===== config.mk =====
export PLATFORM = sky130hd
export DESIGN_NAME = multicycle_sequencer_flat
export DESIGN_NICKNAME = d
export VERILOG_FILES = /design/src/rtl/multicycle_sequencer_if.sv /design/src/rtl/multicycle_sequencer.sv /design/src/flat_wrapper.sv
export SDC_FILE = /design/constraint.sdc
export NUM_CORES = 1
export LEC_CHECK = 0
export ABC_AREA = 1
export CORE_MARGIN = 2
export CORE_UTILIZATION = 46
export CTS_BUF_LIST = sky130_fd_sc_hd__clkbuf_4 sky130_fd_sc_hd__clkbuf_8
export CTS_CLUSTER_DIAMETER = 30
export DETAILED_ROUTE_END_ITERATION = 6
export GPL_TIMING_DRIVEN = 0
export MAX_ROUTING_LAYER = met4
export PLACE_DENSITY = 0.77
export SYNTH_ARGS = -nofsm -noshare
export SYNTH_HDL_FRONTEND = slang
export SYNTH_SLANG_ARGS = --single-unit

===== constraint.sdc =====
create_clock -name clk -period 1.42 [get_ports clk]
set_input_delay 0.284 -clock clk [delete_from_list [all_inputs] [get_ports clk]]
set_output_delay 0.284 -clock clk [all_outputs]
set_load 0.02 [all_outputs]

===== src/rtl/multicycle_sequencer_if.sv =====
// ---------------------------------------------------------------------------
// multicycle_sequencer_if
//
// Purpose: bundles the control handshake between the multi-cycle sequencer
// and the RV32I datapath (instruction register, ALU, memory, register file).
//
// Signals:
//   opcode     datapath -> seq  instr[6:0] from the instruction register
//   zero       datapath -> seq  ALU zero flag
//   mem_ready  datapath -> seq  memory completes the current access
//   pc_write, pc_src, ir_write, iord, mem_read, mem_write, reg_write,
//   mem_to_reg, alu_src_a[1:0], alu_src_b[1:0], alu_op[1:0]
//              seq -> datapath  datapath control
//   illegal_op seq -> datapath  one-cycle pulse on unsupported opcode
//   fault      seq -> datapath  sticky memory-timeout indication
//   state[3:0] seq -> datapath  current state code (debug)
//
// Modports: master = sequencer side, slave = datapath side.
// ---------------------------------------------------------------------------
interface multicycle_sequencer_if;
   logic [6:0] opcode;
   logic       zero;
   logic       mem_ready;

   logic       pc_write;
   logic       pc_src;
   logic       ir_write;
   logic       iord;
   logic       mem_read;
   logic       mem_write;
   logic       reg_write;
   logic       mem_to_reg;
   logic [1:0] alu_src_a;
   logic [1:0] alu_src_b;
   logic [1:0] alu_op;
   logic       illegal_op;
   logic       fault;
   logic [3:0] state;

   modport master (
      input  opcode, zero, mem_ready,
      output pc_write, pc_src, ir_write, iord, mem_read, mem_write,
             reg_write, mem_to_reg, alu_src_a, alu_src_b, alu_op,
             illegal_op, fault, state
   );

   modport slave (
      output opcode, zero, mem_ready,
      input  pc_write, pc_src, ir_write, iord, mem_read, mem_write,
             reg_write, mem_to_reg, alu_src_a, alu_src_b, alu_op,
             illegal_op, fault, state
   );
endinterface


===== src/rtl/multicycle_sequencer.sv =====
// ---------------------------------------------------------------------------
// multicycle_sequencer
//
// Purpose: multi-cycle control FSM for an RV32I subset datapath (R-type, lw,
// sw, beq; optionally I-type ALU). Sequences one shared ALU and one shared
// instruction/data memory over 3-5 cycles per instruction, stalls on the
// memory ready handshake and enters a sticky FAULT state when memory fails
// to respond within TIMEOUT cycles.
//
// Ports:
//   clk    in   rising-edge clock
//   reset  in   synchronous, active-high; forces all enables/requests and
//               mux selects to 0 while asserted
//   bus    multicycle_sequencer_if.master (opcode/zero/mem_ready in,
//          datapath controls, illegal_op, fault, state out)
//
// Parameters:
//   TIMEOUT  consecutive mem_ready-low cycles in a memory state before FAULT
//   CNT_W    wait counter width, 2**CNT_W > TIMEOUT
//
// Build option:
//   IMM_ALU_EN  when defined, opcode 0010011 (I-type ALU) executes through
//               EXECI -> ALUWB; otherwise it is reported as illegal.
// ---------------------------------------------------------------------------
module multicycle_sequencer #(
   parameter int TIMEOUT = 15,
   parameter int CNT_W   = 8
) (
   input  logic                   clk,
   input  logic                   reset,
   multicycle_sequencer_if.master bus
);

   // State codes are visible on the debug port and must not change.
   localparam logic [3:0] S_FETCH    = 4'd0;
   localparam logic [3:0] S_DECODE   = 4'd1;
   localparam logic [3:0] S_MEMADR   = 4'd2;
   localparam logic [3:0] S_MEMREAD  = 4'd3;
   localparam logic [3:0] S_MEMWB    = 4'd4;
   localparam logic [3:0] S_MEMWRITE = 4'd5;
   localparam logic [3:0] S_EXECR    = 4'd6;
   localparam logic [3:0] S_ALUWB    = 4'd7;
   localparam logic [3:0] S_BEQ      = 4'd8;
   localparam logic [3:0] S_EXECI    = 4'd9;
   localparam logic [3:0] S_FAULT    = 4'd10;

   localparam logic [6:0] OP_LOAD   = 7'b0000011;
   localparam logic [6:0] OP_STORE  = 7'b0100011;
   localparam logic [6:0] OP_RTYPE  = 7'b0110011;
   localparam logic [6:0] OP_BRANCH = 7'b1100011;
   localparam logic [6:0] OP_IMM    = 7'b0010011;

   localparam logic [CNT_W-1:0] WAIT_LAST = CNT_W'(TIMEOUT - 1);
   localparam logic [CNT_W-1:0] CNT_ONE   = CNT_W'(1);

   logic [3:0]       state_q, state_d;
   logic [CNT_W-1:0] cnt_q, cnt_d;
   logic             mem_state;
   logic             dec_legal;
   logic [3:0]       dec_target;

   // Opcode decode used in DECODE to pick the instruction's first state.
   always_comb begin
      dec_legal  = 1'b1;
      dec_target = S_FETCH;
      case (bus.opcode)
         OP_LOAD,
         OP_STORE:  dec_target = S_MEMADR;
         OP_RTYPE:  dec_target = S_EXECR;
         OP_BRANCH: dec_target = S_BEQ;
`ifdef IMM_ALU_EN
         OP_IMM:    dec_target = S_EXECI;
`endif
         default:   dec_legal  = 1'b0;
      endcase
   end

   // States that wait on the memory handshake and are subject to timeout.
   assign mem_state = (state_q == S_FETCH) || (state_q == S_MEMREAD) ||
                      (state_q == S_MEMWRITE);

   always_comb begin
      state_d = state_q;
      case (state_q)
         S_FETCH:    if (bus.mem_ready) state_d = S_DECODE;
         S_DECODE:   state_d = dec_legal ? dec_target : S_FETCH;
         S_MEMADR:   state_d = (bus.opcode == OP_LOAD) ? S_MEMREAD : S_MEMWRITE;
         S_MEMREAD:  if (bus.mem_ready) state_d = S_MEMWB;
         S_MEMWB:    state_d = S_FETCH;
         S_MEMWRITE: if (bus.mem_ready) state_d = S_FETCH;
         S_EXECR:    state_d = S_ALUWB;
`ifdef IMM_ALU_EN
         S_EXECI:    state_d = S_ALUWB;
`endif
         S_ALUWB:    state_d = S_FETCH;
         S_BEQ:      state_d = S_FETCH;
         S_FAULT:    state_d = S_FAULT;
         default:    state_d = S_FETCH;
      endcase

      // The counter only runs while a memory state is stalled; any advance
      // (ready) or leaving a memory state clears it. Ready on the last
      // allowed cycle wins because this branch is not taken then.
      cnt_d = '0;
      if (mem_state && !bus.mem_ready) begin
         if (cnt_q == WAIT_LAST) begin
            state_d = S_FAULT;
         end else begin
            cnt_d = cnt_q + CNT_ONE;
         end
      end
   end

   always_ff @(posedge clk) begin
      if (reset) begin
         state_q <= S_FETCH;
         cnt_q   <= '0;
      end else begin
         state_q <= state_d;
         cnt_q   <= cnt_d;
      end
   end

   assign bus.state = state_q;

   // Moore outputs from state, except the handshake-gated FETCH enables and
   // the zero-gated branch PC write. Reset masks every output to 0.
   always_comb begin
      bus.pc_write   = 1'b0;
      bus.pc_src     = 1'b0;
      bus.ir_write   = 1'b0;
      bus.iord       = 1'b0;
      bus.mem_read   = 1'b0;
      bus.mem_write  = 1'b0;
      bus.reg_write  = 1'b0;
      bus.mem_to_reg = 1'b0;
      bus.alu_src_a  = 2'b00;
      bus.alu_src_b  = 2'b00;
      bus.alu_op     = 2'b00;
      bus.illegal_op = 1'b0;
      bus.fault      = 1'b0;
      if (!reset) begin
         case (state_q)
            S_FETCH: begin
               bus.mem_read  = 1'b1;
               bus.alu_src_b = 2'b10;
               bus.ir_write  = bus.mem_ready;
               bus.pc_write  = bus.mem_ready;
            end
            S_DECODE: begin
               // Branch target PC+imm is precomputed into ALUOut here.
               bus.alu_src_a  = 2'b01;
               bus.alu_src_b  = 2'b01;
               bus.illegal_op = !dec_legal;
            end
            S_MEMADR: begin
               bus.alu_src_a = 2'b10;
               bus.alu_src_b = 2'b01;
            end
            S_MEMREAD: begin
               bus.mem_read = 1'b1;
               bus.iord     = 1'b1;
            end
            S_MEMWB: begin
               bus.reg_write  = 1'b1;
               bus.mem_to_reg = 1'b1;
            end
            S_MEMWRITE: begin
               bus.mem_write = 1'b1;
               bus.iord      = 1'b1;
            end
            S_EXECR: begin
               bus.alu_src_a = 2'b10;
               bus.alu_op    = 2'b10;
            end
`ifdef IMM_ALU_EN
            S_EXECI: begin
               bus.alu_src_a = 2'b10;
               bus.alu_src_b = 2'b01;
               bus.alu_op    = 2'b10;
            end
`endif
            S_ALUWB: begin
               bus.reg_write = 1'b1;
            end
            S_BEQ: begin
               bus.alu_src_a = 2'b10;
               bus.alu_op    = 2'b01;
               bus.pc_src    = 1'b1;
               bus.pc_write  = bus.zero;
            end
            S_FAULT: begin
               bus.fault = 1'b1;
            end
            default: ;
         endcase
      end
   end

endmodule


===== src/flat_wrapper.sv =====
// flat-port wrapper written by rule: the top's interface ports become plain ports
module multicycle_sequencer_flat 
#(
   parameter int TIMEOUT = 15,
   parameter int CNT_W   = 8
)
  (clk, reset, bus_opcode, bus_zero, bus_mem_ready, bus_pc_write, bus_pc_src, bus_ir_write, bus_iord, bus_mem_read, bus_mem_write, bus_reg_write, bus_mem_to_reg, bus_alu_src_a, bus_alu_src_b, bus_alu_op, bus_illegal_op, bus_fault, bus_state);
  multicycle_sequencer_if bus_i ();
  input  logic clk;
  input  logic reset;
  input wire logic [$bits(bus_i.opcode)-1:0] bus_opcode;
  input wire logic [$bits(bus_i.zero)-1:0] bus_zero;
  input wire logic [$bits(bus_i.mem_ready)-1:0] bus_mem_ready;
  output wire logic [$bits(bus_i.pc_write)-1:0] bus_pc_write;
  output wire logic [$bits(bus_i.pc_src)-1:0] bus_pc_src;
  output wire logic [$bits(bus_i.ir_write)-1:0] bus_ir_write;
  output wire logic [$bits(bus_i.iord)-1:0] bus_iord;
  output wire logic [$bits(bus_i.mem_read)-1:0] bus_mem_read;
  output wire logic [$bits(bus_i.mem_write)-1:0] bus_mem_write;
  output wire logic [$bits(bus_i.reg_write)-1:0] bus_reg_write;
  output wire logic [$bits(bus_i.mem_to_reg)-1:0] bus_mem_to_reg;
  output wire logic [$bits(bus_i.alu_src_a)-1:0] bus_alu_src_a;
  output wire logic [$bits(bus_i.alu_src_b)-1:0] bus_alu_src_b;
  output wire logic [$bits(bus_i.alu_op)-1:0] bus_alu_op;
  output wire logic [$bits(bus_i.illegal_op)-1:0] bus_illegal_op;
  output wire logic [$bits(bus_i.fault)-1:0] bus_fault;
  output wire logic [$bits(bus_i.state)-1:0] bus_state;
  assign bus_i.opcode = bus_opcode;
  assign bus_i.zero = bus_zero;
  assign bus_i.mem_ready = bus_mem_ready;
  assign bus_pc_write = bus_i.pc_write;
  assign bus_pc_src = bus_i.pc_src;
  assign bus_ir_write = bus_i.ir_write;
  assign bus_iord = bus_i.iord;
  assign bus_mem_read = bus_i.mem_read;
  assign bus_mem_write = bus_i.mem_write;
  assign bus_reg_write = bus_i.reg_write;
  assign bus_mem_to_reg = bus_i.mem_to_reg;
  assign bus_alu_src_a = bus_i.alu_src_a;
  assign bus_alu_src_b = bus_i.alu_src_b;
  assign bus_alu_op = bus_i.alu_op;
  assign bus_illegal_op = bus_i.illegal_op;
  assign bus_fault = bus_i.fault;
  assign bus_state = bus_i.state;
  multicycle_sequencer #(.TIMEOUT(TIMEOUT), .CNT_W(CNT_W)) u_core (.clk(clk), .reset(reset), .bus(bus_i));
endmodule

---- Word-level counts from Yosys, hierarchy flattened ----
Cells that the tools add are included.
storage, ports and cells
  flip-flop bits (word level) ............. 12
cells by class
  add/sub/neg operators ................... 1
  eq/ne operators ......................... 14
  mux-type cells .......................... 36
  bitwise gates (word level) .............. 1
  reduce and logical (&&, ||, !) cells .... 14
operators with widths
  operator                                       number
  case mux 4 bit (7 select lines)                1
  two-way mux 4 bit                              6
  two-way mux 1 bit                              20
  == test 4 x 3 -> 1 bit, second input constant  4
  == test 7 x 6 -> 1 bit, second input constant  2
  case mux 2 bit (2 select lines)                3
  case mux 4 bit (3 select lines)                1
  OR reduction 2 bit                             5
  adder 8 x 1 -> 8 bit, second input constant    1
  == test 4 x 2 -> 1 bit, second input constant  2
  == test 4 bit, second input constant           2
  == test 8 x 4 -> 1 bit, second input constant  1
  == test 7 x 2 -> 1 bit, second input constant  1
  == test 7 bit, second input constant           1
  two-way mux 2 bit                              3
  OR reduction 3 bit                             2
  == test 4 x 1 -> 1 bit, second input constant  1
  logical NOT 4 bit                              1
  OR reduction 4 bit                             1
  two-way mux 3 bit                              1
  logical NOT 1 bit                              2
  logical OR 1 bit                               2
  case mux 1 bit (2 select lines)                1
  logical AND 1 bit                              1
  inverter 1 bit                                 1

---- Depth between registers and ports, before layout ----
  depth in word-level cells ............... 7
  gate-level depth with buffers ........... 8
  depth with buffers taken out ............ 8

---- Worst setup path after synthesis ----
No wires, ideal clock.
  kind .................................... register to output
  start point ............................. reg u_core.state_q[0], in the netlist u_core.bus.state[0]
  end point ............................... out bus_illegal_op
  arrival time ............................ 1695 ps
  data required time ...................... 1136 ps
  slack ................................... -559 ps
  cell stages (with the launch flop) ...... 5
  buffers on the path ..................... 0
  cell sequence ........................... dfxtp_1 nand2_1 nor3_1 nand2_1 a31oi_1
between the ends
  word-level cells in the longest chain between the ends .. 3
RTL lines
  what                    RTL line                     source
  start, declared         multicycle_sequencer.sv:56   logic [3:0] state_q, state_d;
  start signal, assigned  multicycle_sequencer.sv:119  state_q <= state_d;
  == test 4 x 1 -> 1 bit  multicycle_sequencer.sv:143  case (state_q)
  two-way mux 1 bit       multicycle_sequencer.sv:143
  two-way mux 1 bit       multicycle_sequencer.sv:142  if (!reset) begin
  end, declared           flat_wrapper.sv:25           output wire logic [$bits(bus_i.illegal_op)-1:0] bus_illegal_op;
Every way passes these cells.

---- Worst setup path in the final report ----
  start point ............................. reg u_core.state_q[1], in the netlist u_core.bus.state[1]
  end point ............................... out bus_mem_read
between the ends
  word-level cells in the longest chain between the ends .. 4
RTL lines
  what                                                         RTL line                     source
  == test 4 x 2 -> 1 bit or logical NOT 4 bit (tied branches)  multicycle_sequencer.sv:143
  OR reduction 2 bit (no source line) (*)                      -
  two-way mux 1 bit (*)                                        multicycle_sequencer.sv:143
  two-way mux 1 bit (*)                                        multicycle_sequencer.sv:142
  end, declared                                                flat_wrapper.sv:18           output wire logic [$bits(bus_i.mem_read)-1:0] bus_mem_read;
Mark *: on every way between the ends. The rest lies on a longest branch, timed or not.

==> metrics.txt <==
Fillers 122; later-pin clock latency in the skew report approximately 270 ps; pre-CTS setup slack -896 ps; Die Area roughly 2300 um^2; Avg Inst Size Synth between 5 and 6 um^2; number of H-tree levels 1; Final TNS setup -2170 ps; Tmin final 1660 ps; CTS tree done; Leak Pwr between 0.6 and 0.7 nW; met2 Usage GRT about 50%; register area share after synthesis between 20% and 30%; multi-input logic area around 700 um^2; HPWL Detailed about 1.9 mm; Max Cap Viol 0; GPL Wtd Cong a little under 0.9; Yosys cell types 24; Worst Setup Path Type register to output pin; first-pass GRT wire length 4.08 mm; Routed WL per cell ~13 um; Setup Skew between 1 and 1.5 ps; Final Power between 0.7 and 0.8 mW; placed cell area 1250 um^2; final instance area approximately 1500 um^2; total gr overflow 0; layout net count around 210; largest net degree at the start of global routing 11; Tcrit/Tclk final 117%; DRC errors left 0; WP data required between 1000 and 1500 ps; Inst Count DP between 200 and 250; net count after synthesis ~160; vias per inst around 5.1; Setup crit end kind output pin; PortBufs 30; setup slack after layout -236 ps; power density over cell area roughly 530 nW/um^2; post-synthesis cell area roughly 880 um^2; Die X-Extent between 40 and 50 um; Core ar. about 1800 um^2; initial antenna violation count 0; CP Cell Sequence buf_4 -> nand2_1 -> inv_2 -> nand2_4 -> a21oi_2 -> buf_4; RSZ-0062 raised after global routing true; Area growth, synth to finish 66.8%; Hold-fix buffers, CTS 0; Layout Cells excl Fill 217; CP most frequent cell buf_4; share of the synthesized area in the top cell type ~27%; failing checks setup timing; met1 Use GR about a quarter; layout cell share with drive strength beyond 1 about two fifths; clk slew on worst S/H paths 70 ps; CTS buffer count 3; Die H about 48 um; synth warn 0; CTS sink count 12; antenna cells 0; final hold viol count 0; routed via count about 1100; most frequent cells in the layout nand2_1, nor2_1, buf_4, nand3_1, inv_1; Pre-Repair DR Iteration Count 4; met3 Usage GRT between 1 and 1.5%; num rows 15; leading area contributor after synthesis dfxtp_1; grt peak-use layer met2; num ports 31; Final setup viols 16; worst slew pin tran about 250 ps; startpoint types register; CTS max path bufs 2; Max Freq around 600 MHz; Seq cells post-synth 12; GRT Overall Usage about a quarter; register area 255 um^2; Synth area leaders dfxtp_1, nand2_1, nor2_1; Post-Syn Instances 150; critical path peak fanout 5; Slew Viols, Final 0; vias in the first global route slightly below 1000; Rel. slew slack about 83%; ANT nets after route 0; slowest CP cell dfxtp_4; status finished with violations; DRT iter0 DRCs 22; Peak VDD IR 0.741 mV; Routed WL approximately 2.8 mm; CP arrival ~1400 ps; Worst Hold Class register to register; initial core utilization about half; slowest stage delay, CP around 380 ps; most common cell after layout, fill and taps aside nand2_1; CTS root buf clkbuf_4
==> kinds of logic (layout without fill, tap and decap cells) <==
group                      count (synthesis)  after routing  synth area share [%]
and+or+nand+nor                          102            102                  50.6
adders and majority gates                  2              2                  2.83
DFF                                       12             12                  27.2
AOI/OAI and AO/OA                         10             10                  7.07
xor gates and xnor gates                   3              3                  2.97
buffers and inverters                     21             63                  9.34
==> power breakdown <==
group          switching [mW]  leakage (nW)  internal, mW  total (mW)
logic                  0.0979         0.554        0.0767       0.175
registers             0.00797         0.100         0.335       0.343
clock network           0.114        0.0210         0.156       0.270
==> what timing repair did <==
action,in CTS,in global routing
setup endpoints to repair,25,17
pin swaps,7,6
setup buffers,4,4
resized for setup,112,24
==> sequential cells by signal, summed over array words and instances (netlist names) <==
signal	count
u_core.cnt_q	8
u_core.bus.state	4
==> critical path, delay by kind of cell (launching register included) <==
family	cells	cell delay (ps)
AND/OR/NAND/NOR	2	160
AO/OA/AOI/OAI	1	160
buffers and inverters	3	390
flip-flops	1	380
==> cell usage after synthesis <==
master,count
inv_2,2
nand2_4,1
clkbuf_1,1
nor4_1,1
nor2_1,31
xnor2_1,1
buf_4,1
ha_1,2
nand4_1,1
nand2_2,3
nor3_1,3
nand2_1,40
or2_2,1
inv_1,17
nor3b_1,1
nor2_4,1
dfxtp_1,12
a21oi_2,3
a21oi_1,5
a31oi_1,1
nand3_1,16
o21ai_0,1
xor2_1,2
nor2_2,3
==> path summary, 6_finish.rpt <==
path | depth (start not counted) | startpoint | slack [ps] | to
min reg2reg | 1 | u_core.cnt_q[0] | 470 | u_core.cnt_q[0]
max reg2reg | 8 | u_core.bus.state[1] | 130 | u_core.bus.state[2]
min | 1 | u_core.cnt_q[0] | 470 | u_core.cnt_q[0]
max | 6 | u_core.bus.state[1] | -240 | bus_mem_read
==> cell type report <==
| class | count | share of cell area (%) |
|---|---|---|
| Tap cell | 25 | 2.12 |
| Sequential cell | 12 | 17.3 |
| Clock buffer | 4 | 2.46 |
| Timing Repair Buffer | 38 | 23.9 |
| Multi-Input combinational cell | 117 | 47.3 |
| Inverter | 19 | 5.17 |
| Buffer | 2 | 1.70 |
==> per-layer routing <==
metal  wire length (um)  vias to the layer above
met5                  0                        -
met3                114                        9
met4                 63                        0
li1                   -                      556
met1               1140                      516
met2               1500                       35
==> per-stage QoR <==
step / hold slack (ps) / utilization [%]
floorplan: 430 / -
global placement: 441 / 70.8
detailed placement: 456 / 70.8
CTS: 474 / 76.4
global route: 495 / 83.6
finish: 470 / 83.6
No activity file was read; power rests on OpenSTA's default activity.
